===== src/rtl/jt10_adpcma_sched_if.sv =====
// Sample ROM request/acknowledge port shared by the ADPCM-A sequencer.
interface jt10_adpcma_sched_if #(
  parameter int unsigned ADDRW = 24
);
  logic [ADDRW-1:0] rom_addr;
  logic             rom_cs;
  logic [7:0]       rom_data;
  logic             rom_ok;

  modport master (output rom_addr, output rom_cs, input rom_data, input rom_ok);
  modport slave  (input rom_addr, input rom_cs, output rom_data, output rom_ok);
endinterface


===== src/rtl/jt10_adpcma_sched.sv =====
// Six-channel ADPCM-A sequencer: prefetches sample bytes over one ROM port and
// presents one channel nibble per cen slot. Define JT10_ADPCMA_EOS_EN for eos/eos_clr.
module jt10_adpcma_sched #(
  parameter int unsigned ADDRW = 24
) (
  input  logic        rst_n,
  input  logic        clk,
  input  logic        cen,
  input  logic        wr_en,
  input  logic [2:0]  wr_ch,
  input  logic        wr_sel,
  input  logic [15:0] wr_data,
  input  logic [5:0]  keyon,
  input  logic [5:0]  keyoff,
  output logic [2:0]  slot,
  output logic [3:0]  dec_data,
  output logic        dec_chon,
  output logic [5:0]  playing,
  output logic [5:0]  underrun,
`ifdef JT10_ADPCMA_EOS_EN
  input  logic [5:0]  eos_clr,
  output logic [5:0]  eos,
`endif
  jt10_adpcma_sched_if.master rom
);
  localparam int unsigned NCH = 6;

  typedef enum logic {F_IDLE, F_REQ} fstate_e;

  logic [15:0]      start_q [NCH], start_d [NCH];
  logic [15:0]      end_q   [NCH], end_d   [NCH];
  logic [ADDRW-1:0] addr_q  [NCH], addr_d  [NCH];
  logic [7:0]       buf_q   [NCH], buf_d   [NCH];
  logic [5:0]       bvalid_q, bvalid_d, nib_q, nib_d, on_q, on_d;
  logic [5:0]       rst_pend_q, rst_pend_d, gen_q, gen_d;
  logic [5:0]       underrun_q, underrun_d, playing_q, playing_d;
  logic [2:0]       sc_q, sc_d, slot_q, slot_d;
  logic [3:0]       dec_data_q, dec_data_d;
  logic             dec_chon_q, dec_chon_d;

  fstate_e          fstate_q, fstate_d;
  logic             rom_cs_q, rom_cs_d;
  logic [ADDRW-1:0] rom_addr_q, rom_addr_d;
  logic [2:0]       req_ch_q, req_ch_d, last_q, last_d;
  logic             req_gen_q, req_gen_d;
  logic [5:0]       elig_c;
  logic [2:0]       pick_c, idx_c;
  logic             found_c, fill_c;
`ifdef JT10_ADPCMA_EOS_EN
  logic [5:0]       eos_q, eos_d;
`endif

  assign elig_c = (on_q | rst_pend_q) & ~bvalid_q;

  // Fetch engine: round-robin grant starting after the last channel served.
  always_comb begin
    fstate_d   = fstate_q;
    rom_cs_d   = rom_cs_q;
    rom_addr_d = rom_addr_q;
    req_ch_d   = req_ch_q;
    req_gen_d  = req_gen_q;
    last_d     = last_q;
    fill_c     = 1'b0;
    pick_c     = last_q;
    idx_c      = 3'd0;
    found_c    = 1'b0;
    for (int i = NCH; i >= 1; i--) begin
      idx_c = 3'((int'(last_q) + i) % NCH);
      if (elig_c[idx_c]) begin
        pick_c  = idx_c;
        found_c = 1'b1;
      end
    end
    case (fstate_q)
      F_IDLE: if (found_c) begin
        fstate_d   = F_REQ;
        rom_cs_d   = 1'b1;
        rom_addr_d = addr_q[pick_c];
        req_ch_d   = pick_c;
        req_gen_d  = gen_q[pick_c];
        last_d     = pick_c;
      end
      F_REQ: if (rom.rom_ok) begin
        fstate_d = F_IDLE;
        rom_cs_d = 1'b0;
        // a key event since the grant makes the returning byte stale
        fill_c   = (gen_q[req_ch_q] == req_gen_q) && elig_c[req_ch_q];
      end
      default: fstate_d = F_IDLE;
    endcase
  end

  // Channel state: register writes, buffer fill, slot service, key events.
  always_comb begin
    start_d    = start_q;
    end_d      = end_q;
    addr_d     = addr_q;
    buf_d      = buf_q;
    bvalid_d   = bvalid_q;
    nib_d      = nib_q;
    on_d       = on_q;
    rst_pend_d = rst_pend_q;
    gen_d      = gen_q;
    underrun_d = underrun_q;
    sc_d       = sc_q;
    slot_d     = slot_q;
    dec_data_d = dec_data_q;
    dec_chon_d = dec_chon_q;
`ifdef JT10_ADPCMA_EOS_EN
    eos_d      = eos_q & ~eos_clr;
`endif
    if (wr_en && (wr_ch < 3'd6)) begin
      if (wr_sel) end_d[wr_ch]   = wr_data;
      else        start_d[wr_ch] = wr_data;
    end
    if (fill_c) begin
      buf_d[req_ch_q]    = rom.rom_data;
      bvalid_d[req_ch_q] = 1'b1;
    end
    if (cen) begin
      slot_d     = sc_q;
      sc_d       = (sc_q == 3'd5) ? 3'd0 : sc_q + 3'd1;
      dec_chon_d = 1'b0;
      dec_data_d = 4'd0;
      if (rst_pend_q[sc_q]) begin
        rst_pend_d[sc_q] = 1'b0;
        on_d[sc_q]       = 1'b1;
      end else if (on_q[sc_q]) begin
        dec_chon_d = 1'b1;
        if (bvalid_q[sc_q]) begin
          dec_data_d  = nib_q[sc_q] ? buf_q[sc_q][3:0] : buf_q[sc_q][7:4];
          nib_d[sc_q] = ~nib_q[sc_q];
          if (nib_q[sc_q]) begin
            bvalid_d[sc_q] = 1'b0;
            if (addr_q[sc_q] == ADDRW'({end_q[sc_q], 8'hFF})) begin
              on_d[sc_q] = 1'b0;
`ifdef JT10_ADPCMA_EOS_EN
              eos_d[sc_q] = 1'b1;
`endif
            end else begin
              addr_d[sc_q] = addr_q[sc_q] + ADDRW'(1);
            end
          end
        end else begin
          underrun_d[sc_q] = 1'b1;
        end
      end
    end
    for (int c = 0; c < NCH; c++) begin
      if (keyoff[c]) begin
        on_d[c]       = 1'b0;
        rst_pend_d[c] = 1'b0;
        bvalid_d[c]   = 1'b0;
      end else if (keyon[c]) begin
        addr_d[c]     = ADDRW'({start_q[c], 8'h00});
        nib_d[c]      = 1'b0;
        bvalid_d[c]   = 1'b0;
        rst_pend_d[c] = 1'b1;
        on_d[c]       = 1'b0;
        underrun_d[c] = 1'b0;
        gen_d[c]      = ~gen_q[c];
`ifdef JT10_ADPCMA_EOS_EN
        eos_d[c]      = 1'b0;
`endif
      end
    end
    playing_d = on_d | rst_pend_d;
  end

  always_ff @(posedge clk or negedge rst_n) begin
    if (!rst_n) begin
      for (int c = 0; c < NCH; c++) begin
        start_q[c] <= '0;
        end_q[c]   <= '0;
        addr_q[c]  <= '0;
        buf_q[c]   <= '0;
      end
      bvalid_q   <= '0;
      nib_q      <= '0;
      on_q       <= '0;
      rst_pend_q <= '0;
      gen_q      <= '0;
      underrun_q <= '0;
      playing_q  <= '0;
      sc_q       <= '0;
      slot_q     <= '0;
      dec_data_q <= '0;
      dec_chon_q <= 1'b0;
      fstate_q   <= F_IDLE;
      rom_cs_q   <= 1'b0;
      rom_addr_q <= '0;
      req_ch_q   <= '0;
      req_gen_q  <= 1'b0;
      last_q     <= 3'd5;
`ifdef JT10_ADPCMA_EOS_EN
      eos_q      <= '0;
`endif
    end else begin
      start_q    <= start_d;
      end_q      <= end_d;
      addr_q     <= addr_d;
      buf_q      <= buf_d;
      bvalid_q   <= bvalid_d;
      nib_q      <= nib_d;
      on_q       <= on_d;
      rst_pend_q <= rst_pend_d;
      gen_q      <= gen_d;
      underrun_q <= underrun_d;
      playing_q  <= playing_d;
      sc_q       <= sc_d;
      slot_q     <= slot_d;
      dec_data_q <= dec_data_d;
      dec_chon_q <= dec_chon_d;
      fstate_q   <= fstate_d;
      rom_cs_q   <= rom_cs_d;
      rom_addr_q <= rom_addr_d;
      req_ch_q   <= req_ch_d;
      req_gen_q  <= req_gen_d;
      last_q     <= last_d;
`ifdef JT10_ADPCMA_EOS_EN
      eos_q      <= eos_d;
`endif
    end
  end

  assign rom.rom_cs   = rom_cs_q;
  assign rom.rom_addr = rom_addr_q;
  assign slot         = slot_q;
  assign dec_data     = dec_data_q;
  assign dec_chon     = dec_chon_q;
  assign playing      = playing_q;
  assign underrun     = underrun_q;
`ifdef JT10_ADPCMA_EOS_EN
  assign eos          = eos_q;
`endif

endmodule


===== src/flat_wrapper.sv =====
// flat-port wrapper written by rule: the top's interface ports become plain ports
module jt10_adpcma_sched_flat 
#(
  parameter int unsigned ADDRW = 24
)
  (rst_n, clk, cen, wr_en, wr_ch, wr_sel, wr_data, keyon, keyoff, slot, dec_data, dec_chon, playing, underrun, rom_rom_addr, rom_rom_cs, rom_rom_data, rom_rom_ok);
  jt10_adpcma_sched_if #(.ADDRW(ADDRW)) rom_i ();
  input  logic rst_n;
  input  logic clk;
  input  logic cen;
  input  logic wr_en;
  input  logic [2:0] wr_ch;
  input  logic wr_sel;
  input  logic [15:0] wr_data;
  input  logic [5:0] keyon;
  input  logic [5:0] keyoff;
  output logic [2:0] slot;
  output logic [3:0] dec_data;
  output logic dec_chon;
  output logic [5:0] playing;
  output logic [5:0] underrun;
  output wire logic [$bits(rom_i.rom_addr)-1:0] rom_rom_addr;
  output wire logic [$bits(rom_i.rom_cs)-1:0] rom_rom_cs;
  input wire logic [$bits(rom_i.rom_data)-1:0] rom_rom_data;
  input wire logic [$bits(rom_i.rom_ok)-1:0] rom_rom_ok;
  assign rom_rom_addr = rom_i.rom_addr;
  assign rom_rom_cs = rom_i.rom_cs;
  assign rom_i.rom_data = rom_rom_data;
  assign rom_i.rom_ok = rom_rom_ok;
  jt10_adpcma_sched #(.ADDRW(ADDRW)) u_core (.rst_n(rst_n), .clk(clk), .cen(cen), .wr_en(wr_en), .wr_ch(wr_ch), .wr_sel(wr_sel), .wr_data(wr_data), .keyon(keyon), .keyoff(keyoff), .slot(slot), .dec_data(dec_data), .dec_chon(dec_chon), .playing(playing), .underrun(underrun), .rom(rom_i));
endmodule

===== config.mk =====
export PLATFORM = sky130hd
export DESIGN_NAME = jt10_adpcma_sched_flat
export DESIGN_NICKNAME = d
export VERILOG_FILES = /design/src/rtl/jt10_adpcma_sched_if.sv /design/src/rtl/jt10_adpcma_sched.sv /design/src/flat_wrapper.sv
export SDC_FILE = /design/constraint.sdc
export NUM_CORES = 1
export LEC_CHECK = 0
export ABC_AREA = 1
export BUFFER_PORTS_ARGS = -buffer_cell sky130_fd_sc_hd__buf_4
export CAP_MARGIN = 20
export CORE_AREA = 5 5 287 233
export CTS_CLUSTER_DIAMETER = 150
export DETAILED_ROUTE_END_ITERATION = 10
export DIE_AREA = 0 0 292 238
export PLACE_DENSITY = 0.51
export SYNTH_ARGS = -nofsm -noshare
export SYNTH_HDL_FRONTEND = slang
export SYNTH_SLANG_ARGS = --single-unit

===== constraint.sdc =====
create_clock -name clk -period 4.1 [get_ports clk]
set_input_delay 0.41 -clock clk [delete_from_list [all_inputs] [get_ports clk]]
set_output_delay 0.41 -clock clk [all_outputs]
set_load 0.01 [all_outputs]

==> metrics.md <==
| Metric | Value |
|---|---|
| Core footprint | `63560 sq um` |
| Aggregate global routing overflow | `0` |
| Clock buffer count from CTS | `52` |
| Wire length per cell | `21.46 microns` |
| DRT Wirelength | `92650 microns` |
| Arr. time, crit path | `4.34 ns` |
| Setup crit end kind | `flop` |
| Worst-path clk slew | `0.06 ns` |
| Chip height | `238 microns` |
| Crit path time final | `3.843 ns` |
| Measured slew at the worst slew-check pin | `1.145 ns` |
| # fillers | `6454` |
| Post-Syn Nets | `3383` |
| FF+latch count, synth | `469` |
| Starting Density | `39.63%` |
| Netlist cell types | `54` |
| # setup viols final | `0` |
| Post-route ant nets | `0` |
| PortBufs | `89` |
| Rel. slew slack | `23.57%` |
| Nets | `3480` |
| DR iter-0 viols | `2266` |
| RSZ-0062 raised after global routing | `no` |
| Die Wd | `292 microns` |
| Worst-path fanout max | `65` |
| Hold slack | `0.02876 ns` |
| Top cells by area, synth | `dfrtp_1 46%, nand2_1 15%, nand3_1 8.2%` |
| H-tree Lvls | `2` |
| Synth Instances | `3327` |
| Max IR drop VDD | `1.242 mV` |
| Top post-synthesis cells by count | `975 x nand2_1, 467 x dfrtp_1, 413 x nand3_1` |
| Min-delay worst type | `in2reg` |
| Mapped Avg Cell Area | `7.570 sq um` |
| P per Cell Area | `925.5 nW/um^2` |
| Drt pass-1 iters | `6` |
| Vias in the first global route | `22190` |
| I/O pins | `90` |
| Critical Path Start | `u_core.sc_q[0]$_DFFE_PN0P_` |
| Worst skew pair latency | `0.63 ns` |
| Async S/R FF share, synth | `100.0%` |
| Clock Skews | `0.04168 ns` |
| Detailed Place HPWL | `64680 microns` |
| CP max stage delay | `0.51 ns` |
| Drc violations | `0` |
| Final TNS setup | `0 ns` |
| Hold path startpoint | `rom_rom_ok` |
| Seq/Total Area, Yosys | `46.61%` |
| Area share of the largest cell type after synthesis | `46.40%` |
| F_max | `0.2602 GHz` |
| CTS Buffer Depth | `3` |
| Syn Std Cell Area | `25190 sq um` |
| P&R area growth vs syn | `16.51%` |
| Maxcap violations | `0` |
| Bufs and invs on worst path | `4` |
| Gr usage total | `26.00%` |
| Count leader, synth | `nand2_1` |
| First-pass GRT wire length | `140800 microns` |
| YS warnings | `0` |
| CTS sink cnt | `469` |
| Initial antenna violation count | `0` |
| CP required | `4.60 ns` |
| Critical Path Source Type | `flop` |
| Worst R2R Start | `u_core.sc_q[0]$_DFFE_PN0P_` |
| Root Driver | `clkbuf_16` |
| Std-Cell Rows | `83` |
| Final period util | `93.72%` |
| Final Hold Fails | `0` |
| Run status | `finished clean` |
| CTS tree | `yes` |
| Area leader, netlist | `dfrtp_1` |
| Crit-path cells | `buf_4, nor2_4, buf_4, a22o_1, nand2_1, nand3_1, xnor2_1, nand4_1, nor2_1, nand3_4, buf_4, nand3_1, nand3_1, nand2_1, inv_1` |
| Largest net degree at the start of global routing | `93` |
| Via Count | `23280` |
| Routability cong. | `0.9250` |
| Crit-path leading delay family | `simple AND/OR/NAND/NOR gates` |
| Primary FF master, synth | `dfrtp_1` |
| Pins Over Slew Limit | `0` |
| Post-synth EDFFs | `0` |
| Critical-path top delay cell | `nor2_4` |
| Share of cells above drive strength 1 | `12.60%` |
| Crit Path Class | `reg2reg` |
| Die area | `69500 sq um` |
| Leakage | `0.01460 uW` |
| Routed vias/inst | `5.392` |
## cell usage in the layout (no fill, tap or decap), types with 27 or more instances in the layout
| master | count |
|---|---|
| nor2_1 | 167 |
| a21oi_1 | 65 |
| inv_1 | 393 |
| xor2_1 | 28 |
| nand2_1 | 973 |
| o22ai_1 | 27 |
| mux2_2 | 57 |
| a22oi_1 | 43 |
| nand3_1 | 413 |
| o21ai_0 | 288 |
| dfrtp_1 | 466 |
| buf_4 | 206 |
| clkbuf_16 | 54 |
## registers in the layout, summed over array words and instances (netlist names), 6 cells and up
| signal | count |
|---|---|
| u_core.addr_q | 144 |
| u_core.start_q | 96 |
| u_core.rom.rom_addr | 24 |
| u_core.buf_q | 48 |
| u_core.underrun | 6 |
| u_core.playing | 6 |
| u_core.bvalid_q | 6 |
| u_core.on_q | 6 |
| u_core.gen_q | 6 |
| u_core.rst_pend_q | 6 |
| u_core.end_q | 96 |
| u_core.nib_q | 6 |
## path summary, 6_finish.rpt
| check | endpoint | slack, ns | cells past startpoint |
|---|---|---|---|
| setup / recovery | u_core.addr_q[91]$_DFF_PN0_ | 0.26 | 15 |
| hold / removal | u_core.fstate_q$_DFF_PN0_ | 0.03 | 2 |
| setup reg to reg | u_core.addr_q[91]$_DFF_PN0_ | 0.26 | 15 |
| hold reg to reg | u_core.gen_q[4]$_DFFE_PN0P_ | 0.47 | 1 |
| max in group asynchronous | u_core.end_q[8]$_DFFE_PN0P_ | 2.63 | 3 |
| min in group asynchronous | u_core.rom.rom_cs$_DFFE_PN0P_ | 0.44 | 2 |
## logic make-up (layout without fill, tap and decap cells)
group / after synthesis / count (layout) / share of synthesized area, %
xor+xnor: 44 / 44 / 1.530
fa+ha+maj: 11 / 11 / 0.5465
simple gates: 1626 / 1626 / 27.17
mux: 57 / 57 / 2.549
flops: 469 / 469 / 46.61
buf+inv: 602 / 742 / 9.683
compound gates: 518 / 518 / 11.91
other cells: 0 / 1 / 0
## power breakdown
group          switching, uW  leakage [uW]  internal, uW
Sequential               812       0.00569          5810
Combinational          10400       0.00800          5120
Clock                   2060      0.000914          3000
Total                  13200        0.0146         13900
## final cells by class
class	count	area [sq um]	share of cell area, %
clock buffer	77	1546	5.270
sequential	469	11740	40.01
tap	850	1064	3.624
timing repair buffer	237	2076	7.074
inverter	408	1539	5.245
antenna	1	2.502	0.008528
multi-input combinational	2256	11070	37.73
clock inverter	20	304.0	1.036
## what timing repair did
action / 4_1_cts / 5_1_grt
endpoints found under the hold margin: 90 / 0
hold buffers: 8 / 0
buffers inserted: 0 / 2
resized for setup: 0 / 5
endpoints found under the setup margin: 0 / 25
## routing by layer
layer / up-vias / wire length, microns / global-route usage, % / share of wire (%)
li1: 10890 / - / - / -
met1: 11220 / 44500 / 40.96 / 48
met2: 1040 / 37730 / 36.76 / 41
met3: 135 / 8612 / 5.174 / 9.3
met4: 0 / 1796 / 5.836 / 1.9
met5: - / 0 / 0 / 0
## per-stage QoR
stage                     util (%)  setup slack, ns  power, uW  cells  instance area (sq um)
final                        46.17           0.2575      27160   4318                  29340
after global placement       42.94           0.3802      21410   4206                  27290
after global routing         46.17         0.008998      29090   4317                  29340
after CTS                    46.05           0.2578      26650   4313                  29270
after detailed placement     43.01           0.3004      21500   4208                  27340
after floorplan                  -           0.6957      16010   3327                  25190
Power figures use the tool's default switching activity.
